<file path="src/rtl/dff_debounce.sv">
// rtl/dff_debounce.sv - debounce and edge-detect stage for the dff Q output
module dff_debounce #(
    parameter int STABLE_CYCLES = 4,
    parameter int CNT_W         = 8
) (
    input  logic             clk,
    input  logic             rst,
    input  logic             d,
    output logic             q,
    output logic             qb,
    output logic             rise,
    output logic             fall,
    output logic [CNT_W-1:0] edge_cnt,
    output logic             busy
);

    localparam logic [1:0] S_LOW   = 2'd0;
    localparam logic [1:0] S_CHK_H = 2'd1;
    localparam logic [1:0] S_HIGH  = 2'd2;
    localparam logic [1:0] S_CHK_L = 2'd3;

    localparam logic [7:0] STABLE_LIM = 8'(STABLE_CYCLES);

    logic       d_r;
    logic [1:0] state;
    logic [7:0] cnt;
    logic [7:0] cnt_nxt;

    // Count holds at the limit rather than wrapping.
    always_comb begin
        cnt_nxt = cnt;
        if (cnt != STABLE_LIM) begin
            cnt_nxt = cnt + 8'd1;
        end
    end

    always_ff @(posedge clk) begin
        if (rst) begin
            d_r      <= 1'b0;
            state    <= S_LOW;
            cnt      <= 8'd0;
            q        <= 1'b0;
            qb       <= 1'b1;
            rise     <= 1'b0;
            fall     <= 1'b0;
            edge_cnt <= '0;
        end else begin
            d_r  <= d;
            rise <= 1'b0;
            fall <= 1'b0;
            case (state)
                S_LOW: begin
                    if (d_r) begin
                        state <= S_CHK_H;
                        cnt   <= 8'd1;
                    end
                end
                S_CHK_H: begin
                    if (!d_r) begin
                        state <= S_LOW;
                        cnt   <= 8'd0;
                    end else begin
                        cnt <= cnt_nxt;
                        if (cnt_nxt == STABLE_LIM) begin
                            state    <= S_HIGH;
                            q        <= 1'b1;
                            qb       <= 1'b0;
                            rise     <= 1'b1;
                            edge_cnt <= edge_cnt + CNT_W'(1);
                        end
                    end
                end
                S_HIGH: begin
                    if (!d_r) begin
                        state <= S_CHK_L;
                        cnt   <= 8'd1;
                    end
                end
                default: begin
                    if (d_r) begin
                        state <= S_HIGH;
                        cnt   <= 8'd0;
                    end else begin
                        cnt <= cnt_nxt;
                        if (cnt_nxt == STABLE_LIM) begin
                            state    <= S_LOW;
                            q        <= 1'b0;
                            qb       <= 1'b1;
                            fall     <= 1'b1;
                            edge_cnt <= edge_cnt + CNT_W'(1);
                        end
                    end
                end
            endcase
        end
    end

    assign busy = (state == S_CHK_H) || (state == S_CHK_L);

endmodule

</file>
<file path="config.mk">
export PLATFORM = sky130hd
export DESIGN_NAME = dff_debounce
export DESIGN_NICKNAME = d
export VERILOG_FILES = /design/src/rtl/dff_debounce.sv
export SDC_FILE = /design/constraint.sdc
export NUM_CORES = 1
export LEC_CHECK = 0
export CAP_MARGIN = 40
export CORE_MARGIN = 2
export CORE_UTILIZATION = 45
export DETAILED_ROUTE_END_ITERATION = 8
export HOLD_SLACK_MARGIN = 0.03
export PLACE_DENSITY = 0.64
export SYNTH_ARGS = -nofsm -noshare
export SYNTH_HDL_FRONTEND = slang
export SYNTH_SLANG_ARGS = --single-unit
</file>
<file path="constraint.sdc">
create_clock -name clk -period 6.2 [get_ports clk]
set_clock_uncertainty 0.05 [all_clocks]
set_input_delay 0.62 -clock clk [delete_from_list [all_inputs] [get_ports clk]]
set_output_delay 0.62 -clock clk [all_outputs]
set_load 0.05 [all_outputs]
</file>
==> results of run 1 <==
-- cells in the final DEF, fill, tap and decap left out, types with 5 or more instances in the layout --
cell type and instances:
nor3_1 5, nor2_1 15, clkdlybuf4s50_1 15, nand2_1 8, ha_1 8, inv_1 7
a21oi_1 14, dfxtp_1 23, o21ai_0 6
-- final timing paths --
check                                   to  cells past startpoint           startpoint
hold reg to reg            qb$_SDFFE_PP1P_                      1      qb$_SDFFE_PP1P_
hold / removal             qb$_SDFFE_PP1P_                      1      qb$_SDFFE_PP1P_
setup reg to reg  edge_cnt[7]$_SDFFE_PP0P_                      8  cnt[0]$_SDFFE_PP0P_
setup / recovery  edge_cnt[7]$_SDFFE_PP0P_                      8  cnt[0]$_SDFFE_PP0P_
-- layout make-up --
cell class | count | area, µm²
clock buffers | 4 | 26.3
fillers | 257 | 1250
inverters | 7 | 26.3
multi-input cells | 118 | 841
flip-flops and latches | 23 | 460
well taps | 31 | 38.8
repair buffers | 16 | 165
-- flip-flops by register name (all words and copies together) (netlist names), named ones only --
signal and cells:
cnt 8, edge_cnt 8, d_r 1, fall 1, q 1, qb 1
rise 1, state 1
-- power by group through the flow --
stage | registers, µW | logic (µW) | clock network (µW)
floorplan | 153 | 22.5 | 0
global placement | 155 | 26.4 | 0
detailed placement | 156 | 27.8 | 0
CTS | 152 | 28.1 | 73.9
global route | 153 | 31.4 | 80.4
finish | 152 | 28.3 | 71.3
-- stage by stage --
| step | setup WS (ns) | cells |
|---|---|---|
| after floorplan | 3.33 | 153 |
| after global placement | 3.33 | 194 |
| after detailed placement | 3.25 | 195 |
| after CTS | 3.24 | 199 |
| after global routing | 3.06 | 199 |
| final | 3.24 | 199 |
-- synthesized netlist by cell type, types with 2 or more instances --
cell type and number:
nand2_1 8, inv_1 7, clkbuf_1 4, o31ai_1 3, nand4_1 3, nor3_1 5
nand3_1 4, a22oi_1 3, xnor2_1 4, nor2_1 15, o21ai_0 6, dfxtp_1 23
mux2_2 2, a21o_1 2, or4_1 3, a21oi_1 14, nand2b_1 3, mux2i_1 4
nor2b_1 3, ha_1 8, o21a_1 4
-- logic make-up (layout without fill, tap and decap cells) --
kind of cell / count (synthesis) / after routing
muxes: 6 / 6
AOI/OAI and AO/OA: 42 / 42
and+or+nand+nor: 57 / 57
buffers and inverters: 12 / 27
adders and majority gates: 8 / 8
DFF: 23 / 23
xor gates and xnor gates: 5 / 5
-- metal layers --
metal	global-route usage	share of wire
met5	0	0
met4	0.0584	0.011
met3	0.0571	0.036
met2	0.313	0.47
met1	0.228	0.48
==> impl_metrics.csv, run 1 <==
group,metric,value,unit
timing,worst_pin_slew,0.808,ns
timing,relSlewSlack,0.456,
yosys,synth_edf_count,0,
drt,vias,1186,
worst_setup_path,critPathMaxStageDelay,0.45,ns
worst_setup_path,slowest_stage,"or4b_4",
worst_setup_path,path_max_fanout,10,
timing,fmax,338,MHz
final_layout,syn2layout_area_growth,15.1,%
global_route,grt_overflow,0,
clock_tree,postCtsHoldBufs,0,
worst_setup_path,cp.buffers_inverters,1,
drt,avgRoutedWirePerCell,14.2,µm
die,fp.coreArea,2810,µm²
timing,setup_viol,0,
global_route,grt_max_degree,23,
yosys,synth-simple-area-share,0.235,
worst_setup_path,crit_arrival,3.13,ns
global_route,grt.total_usage,0.187,
yosys,synthCells,153,
die,die_h,58.9,µm
worst_setup_path,critPathCaptureType,"flop",
power,finalPower,252,µW
clock_tree,cts_tree,"done",
yosys,syn_avg_cell_area,8.85,µm²
global_route,grt_pass1_vias,1180,
yosys,synth_top_family_by_area,"simple AND/OR/NAND/NOR gates",
clock_tree,clock-root-buffer,"clkbuf_4",
yosys,synth_fa_ha_area_frac,0.0739,
yosys,yosys_warnings,0,
drt,drt_iter0_markers,28,
power,p_sw,65.7,µW
yosys,ys_ff_latch,23,
outcome,outcome,"complete, no violations",
timing,final.min_clock_period,2.96,ns
timing,final_max_slew_viol_count,0,
clock_tree,clkSlewWorstSetupHoldPaths,0.13,ns
drt,drc,0,
job,cap_violations,0,
final_layout,finalNetCount,180,
clock_tree,cts_sinks,23,
worst_setup_path,cp.required,6.37,ns
worst_setup_path,path_class,"flop to flop",
power,swShare,0.261,
timing,fin_crit_sh,0.478,
die,fp.dieArea,3460,µm²
yosys,synth_top_area_frac,0.340,
die,fp-row-count,19,
yosys,async_flop_share,0,
power,power.share.clock,0.283,
final_layout,diodes,0,
clock_tree,cts_buffer_depth,2,
timing,finalSetupTns,0,ns
timing,fin_hold_ws,0.437,ns
yosys,synthMuxAreaShare,0.0462,
die,io_pins,16,
drt,viasPerCell,5.96,
timing,rsz0062_at_grt,"false",
worst_setup_path,cp-start-kind,"flop",
worst_hold_path,hold_class,"flop to flop",
drt,wirelength,2830,µm
yosys,synth_fp_nets,164,
yosys,post_synth_xor_area_fraction,0.0323,
power,internal_power,186,µW
clock_tree,postCtsSetupBuffers,0,
die,fp.dieW,58.9,µm
yosys,synth_compound_area_frac,0.234,
placed_design,place_area,1530,µm²
clock_tree,clock_latency,0.31,ns
yosys,yosysSeqAreaShare,0.340,
worst_setup_path,reg2reg_slack,3.24,ns
final_layout,utilization,0.555,
power,power_density,162,nW/µm²
final_layout,drive_gt1_frac,0.0893,
yosys,yosys.cell_types.count,46,
yosys,ys.flop_type,"dfxtp_1",
drt,ant_nets,0,
power,p_leak,0.000557,µW
clock_tree,numCtsBuffers,3,
drt,first_pass_iters,4,
global_route,grt_antenna_before_repair,0,
clock_tree,htree_levels,1,
clock_tree,cts_resized,0,
yosys,yosysTopAreaCell,"dfxtp_1",
placed_design,gp_congestion,0.904,
worst_setup_path,crit_chain,"inv_1, ha_1, or4b_4, or2_4, a2111oi_4, o2111ai_2, nor3_1, mux2_2",
timing,finalHoldViolCount,0,
worst_setup_path,cp_top_family,"simple AND/OR/NAND/NOR gates",
power,seqPwrFrac,0.605,
yosys,ys_top_cells_by_area,"dfxtp_1 (34%), ha_1 (7.4%), a21oi_1 (5.2%)",
power,comb_power_share,0.112,
yosys,syn-cell-area,1350,µm²
power,vdd_drop_max,91.9,µV
final_layout,final_area,1560,µm²
die,start_util,0.483,
global_route,grt_pass1_wl,5060,µm
placed_design,place.detailed.hpwl,2050,µm
placed_design,port_buffers,15,
Power figures use the tool's default switching activity.
==> inputs of run 2 (changes only) <==
==> constraint.sdc (replaced) <==
create_clock -name clk -period 3 [get_ports clk]
set_clock_uncertainty 0.05 [all_clocks]
set_input_delay 0.3 -clock clk [delete_from_list [all_inputs] [get_ports clk]]
set_output_delay 0.3 -clock clk [all_outputs]
set_load 0.05 [all_outputs]
==> impl_metrics.csv, run 2 (same netlist as run 1, synthesis figures left out) <==
group,metric,value,unit
placed_design,placed_cells,199,
worst_setup_path,crit_arrival,2.98,ns
job,cap_violations,0,
drt,ant_nets,0,
die,fp.dieArea,3460,µm²
drt,avgRoutedWirePerCell,13.2,µm
drt,dr_wl_met3,67,µm
drt,dr_wl_met2,1240,µm
placed_design,gp_congestion,0.815,
drt,wl_met1,1360,µm
timing,worst_pin_slew,0.895,ns
global_route,grt_antenna_before_repair,0,
timing,fmax,356,MHz
final_layout,drive_gt1_frac,0.116,
clock_tree,postCtsSetupBuffers,0,
clock_tree,numCtsBuffers,3,
drt,first_pass_iters,4,
drt,drc,0,
die,fp.coreArea,2810,µm²
power,p_leak,0.000578,µW
worst_setup_path,critPathMaxStageDelay,0.53,ns
power,vdd_drop_max,158,µV
timing,rsz0062_at_grt,"false",
drt,drt_iter0_markers,44,
worst_setup_path,path_max_fanout,10,
clock_tree,htree_levels,1,
drt,wirelength,2690,µm
final_layout,syn2layout_area_growth,16.8,%
clock_tree,clkSlewWorstSetupHoldPaths,0.13,ns
clock_tree,cts_buffer_depth,2,
die,fp.dieW,58.9,µm
clock_tree,cts_sinks,23,
timing,final_max_slew_viol_count,0,
final_layout,reg_top3,"cnt: 8 flops, edge_cnt: 8 flops",
final_layout,mostFrequentLayoutCells,"dfxtp_1 (23), nor2_1 (15), clkdlybuf4s50_1 (15), a21oi_1 (14)",
placed_design,port_buffers,15,
worst_setup_path,crit_chain,"inv_1, ha_1, or4b_4, or2_4, a2111oi_4, o2111ai_4, or4_1, a21oi_1",
worst_setup_path,critPathCaptureType,"flop",
final_layout,diodes,0,
timing,relSlewSlack,0.401,
global_route,grt_overflow,0,
timing,setup_viol,0,
global_route,grt_pass1_wl,4720,µm
timing,fin_crit_sh,0.935,
power,finalPower,514,µW
power,power_density,325,nW/µm²
outcome,outcome,"complete, no violations",
die,io_pins,16,
die,start_util,0.483,
drt,viasPerCell,5.73,
timing,finalSetupTns,0,ns
worst_setup_path,slowest_stage,"or4_1",
worst_hold_path,hold_class,"flop to flop",
placed_design,place.detailed.hpwl,1980,µm
worst_setup_path,path_class,"flop to flop",
worst_setup_path,cp-start-kind,"flop",
clock_tree,postCtsHoldBufs,0,
die,die_h,58.9,µm
die,fp-row-count,19,
drt,top_layer_used,"met4",
final_layout,finalNetCount,184,
drt,vias,1163,
final_layout,layoutNonFillerInstCount,203,
timing,final.min_clock_period,2.81,ns
global_route,grt_max_degree,26,
clock_tree,clock_latency,0.31,ns
clock_tree,cts_tree,"done",
clock_tree,cts_resized,0,
global_route,grt.total_usage,0.171,
clock_tree,clock-root-buffer,"clkbuf_4",
final_layout,final_common_cell,"dfxtp_1",
global_route,grt_pass1_vias,1083,
timing,finalHoldViolCount,0,
worst_setup_path,cp.required,3.17,ns
-- run 2: path summary, 6_finish.rpt --
check	from	endpoint	slack (ns)	cells past startpoint
min reg2reg	qb$_SDFFE_PP1P_	qb$_SDFFE_PP1P_	0.43	1
max reg2reg	cnt[1]$_SDFFE_PP0P_	edge_cnt[6]$_SDFFE_PP0P_	0.19	8
max	cnt[1]$_SDFFE_PP0P_	edge_cnt[6]$_SDFFE_PP0P_	0.19	8
min	qb$_SDFFE_PP1P_	qb$_SDFFE_PP1P_	0.43	1
-- run 2: layout make-up --
cell class / count / area [µm²]
clock buffer: 3 / 22.5
clock inverter: 1 / 5.00
fill: 264 / 1220
inverter: 7 / 26.3
multi-input combinational: 118 / 841
sequential: 23 / 460
tap: 31 / 38.8
timing repair buffer: 20 / 188
-- run 2: per-stage QoR --
| stage | hold WS, ns | worst slack (ns) | utilization | instance area, µm² |
|---|---|---|---|---|
| 3_3_place_gp | 0.406 | 0.279 | 0.554 | 1550 |
| 2_1_floorplan | 0.328 | 0.135 | - | 1350 |
| 3_5_place_dp | 0.412 | 0.219 | 0.554 | 1550 |
| 4_1_cts | 0.442 | 0.182 | 0.564 | 1580 |
| 5_1_grt | 0.459 | 0.0401 | 0.564 | 1580 |
| 6_report | 0.431 | 0.194 | 0.564 | 1580 |
-- run 2: where the power goes --
part	leakage [µW]	total, µW	switching, µW	internal, µW
logic	0.000374	62.1	36.2	25.9
clock network	0.0000177	140	90.2	49.7
registers	0.000186	312	3.87	308
-- run 2: per-layer routing --
metal	GRT usage	up-vias
met3	0.0264	2
met1	0.233	538
li1	-	610
met4	0.0487	0
met2	0.278	13
met5	0	-
-- run 2: worst max-delay path: cells and delay by family, from the launching register on --
kind	cells	cell delay, ns
adder cells (fa/ha/maj)	1	0.12
AO/OA/AOI/OAI	3	0.82
flip-flops	1	0.38
buffers and inverters	1	0.07
AND/OR/NAND/NOR	3	1.28
==> inputs of run 3 (changes only) <==
--- a/config.mk
+++ b/config.mk
@@ -10,6 +10,7 @@
 export CORE_UTILIZATION = 45
 export DETAILED_ROUTE_END_ITERATION = 8
 export HOLD_SLACK_MARGIN = 0.03
+export MAX_ROUTING_LAYER = met4
 export PLACE_DENSITY = 0.64
 export SYNTH_ARGS = -nofsm -noshare
 export SYNTH_HDL_FRONTEND = slang
==> impl_metrics.csv, run 3 (same netlist as run 1, synthesis figures left out) <==
group,metric,value,unit
outcome,outcome,"complete, no violations",
clock_tree,cts_tree,"done",
global_route,grt_antenna_before_repair,0,
power,internal_power,384,µW
global_route,grt_pass1_vias,1084,
power,swShare,0.253,
timing,relSlewSlack,0.389,
drt,drc,0,
clock_tree,cts_buffer_depth,2,
drt,vias,1173,
worst_setup_path,crit_arrival,2.98,ns
worst_setup_path,critPathCaptureType,"flop",
timing,setup_viol,0,
worst_setup_path,path_max_fanout,10,
drt,wirelength,2680,µm
final_layout,diodes,0,
placed_design,gp_congestion,0.827,
clock_tree,cts_resized,0,
die,fp.coreArea,2810,µm²
power,seqPwrFrac,0.607,
die,fp-row-count,19,
die,die_h,58.9,µm
clock_tree,clock-root-buffer,"clkbuf_4",
timing,rsz0062_at_grt,"false",
worst_setup_path,slowest_stage,"or4_1",
final_layout,mostFrequentLayoutCells,"dfxtp_1 (23), nor2_1 (15), clkdlybuf4s50_1 (15), a21oi_1 (14)",
clock_tree,postCtsSetupBuffers,0,
final_layout,layoutNonFillerInstCount,203,
worst_setup_path,path_class,"flop to flop",
power,p_leak,0.000578,µW
timing,fin_crit_sh,0.935,
timing,fmax,356,MHz
final_layout,reg_top3,"cnt: 8 flops, edge_cnt: 8 flops",
placed_design,port_buffers,15,
final_layout,drive_gt1_frac,0.116,
global_route,grt_max_degree,26,
clock_tree,clock_latency,0.31,ns
worst_setup_path,cp.required,3.17,ns
worst_setup_path,crit_chain,"inv_1, ha_1, or4b_4, or2_4, a2111oi_4, o2111ai_4, or4_1, a21oi_1",
final_layout,finalNetCount,184,
worst_hold_path,hold_class,"flop to flop",
timing,finalSetupTns,0,ns
clock_tree,htree_levels,1,
final_layout,syn2layout_area_growth,16.8,%
clock_tree,cts_sinks,23,
worst_setup_path,cp-start-kind,"flop",
final_layout,final_common_cell,"dfxtp_1",
drt,avgRoutedWirePerCell,13.2,µm
die,start_util,0.483,
job,cap_violations,0,
timing,worst_pin_slew,0.913,ns
placed_design,placed_cells,199,
power,comb_power_share,0.121,
drt,drt_iter0_markers,38,
global_route,grt_pass1_wl,4720,µm
power,vdd_drop_max,158,µV
clock_tree,postCtsHoldBufs,0,
power,p_sw,130,µW
timing,finalHoldViolCount,0,
die,io_pins,16,
global_route,grt_overflow,0,
timing,final_max_slew_viol_count,0,
worst_setup_path,critPathMaxStageDelay,0.52,ns
worst_setup_path,cp.buffers_inverters,1,
drt,ant_nets,0,
timing,final.min_clock_period,2.81,ns
placed_design,place.detailed.hpwl,1980,µm
drt,first_pass_iters,5,
die,fp.dieArea,3460,µm²
clock_tree,clkSlewWorstSetupHoldPaths,0.13,ns
worst_setup_path,cp_top_family,"simple AND/OR/NAND/NOR gates",
drt,viasPerCell,5.78,
die,fp.dieW,58.9,µm
clock_tree,numCtsBuffers,3,
global_route,grt.total_usage,0.176,
power,power.share.clock,0.272,
final_layout,utilization,0.564,
power,power_density,325,nW/µm²
==> run 3: cell counts in the layout (fill, tap and decap cells not counted) <==
Identical to the previous run, type by type.
==> run 3: cell type report <==
| cell class | instances | area (µm²) |
|---|---|---|
| inverters | 7 | 26.3 |
| clock buffers | 3 | 22.5 |
| repair buffers | 20 | 188 |
| clock inverters | 1 | 5.00 |
| fillers | 264 | 1220 |
| multi-input cells | 118 | 841 |
| well taps | 31 | 38.8 |
| flip-flops and latches | 23 | 460 |
==> run 3: final timing paths <==
| kind | from | end | slack (ns) | depth (start not counted) |
|---|---|---|---|---|
| worst max-delay path | cnt[1]$_SDFFE_PP0P_ | edge_cnt[6]$_SDFFE_PP0P_ | 0.19 | 8 |
| worst min register to register | qb$_SDFFE_PP1P_ | qb$_SDFFE_PP1P_ | 0.43 | 1 |
| worst max register to register | cnt[1]$_SDFFE_PP0P_ | edge_cnt[6]$_SDFFE_PP0P_ | 0.19 | 8 |
| worst min-delay path | qb$_SDFFE_PP1P_ | qb$_SDFFE_PP1P_ | 0.43 | 1 |
==> run 3: worst register-to-register path, delay by kind of cell (launching register included) <==
kind / cells / cell delay, ns
flops: 1 / 0.38
fa+ha+maj: 1 / 0.12
compound gates: 3 / 0.82
simple gates: 3 / 1.28
buf+inv: 1 / 0.07
==> run 3: per-stage QoR <==
| stage | hold slack [ns] | power, µW | setup slack [ns] | area [µm²] |
|---|---|---|---|---|
| 4_1_cts | 0.442 | 522 | 0.182 | 1580 |
| 3_5_place_dp | 0.412 | 380 | 0.219 | 1550 |
| 6_report | 0.431 | 514 | 0.194 | 1580 |
| 2_1_floorplan | 0.328 | 364 | 0.135 | 1350 |
| 5_1_grt | 0.459 | 543 | 0.0401 | 1580 |
| 3_3_place_gp | 0.406 | 379 | 0.279 | 1550 |
==> run 3: power by group through the flow <==
stage          clock (µW)  sequential (µW)  combinational, µW
3_3_place_gp            0              319               60.4
4_1_cts               147              312               61.8
5_1_grt               161              313               69.4
2_1_floorplan           0              317               46.5
6_report              140              312               62.1
3_5_place_dp            0              319               61.3
==> run 3: per-layer routing <==
layer  part of all wire  routed length (µm)  global-route usage
met5                  0                   0                   -
met4             0.0093                  25              0.0487
met3              0.034                  90              0.0264
met2               0.46                1220               0.278
met1               0.50                1340               0.233
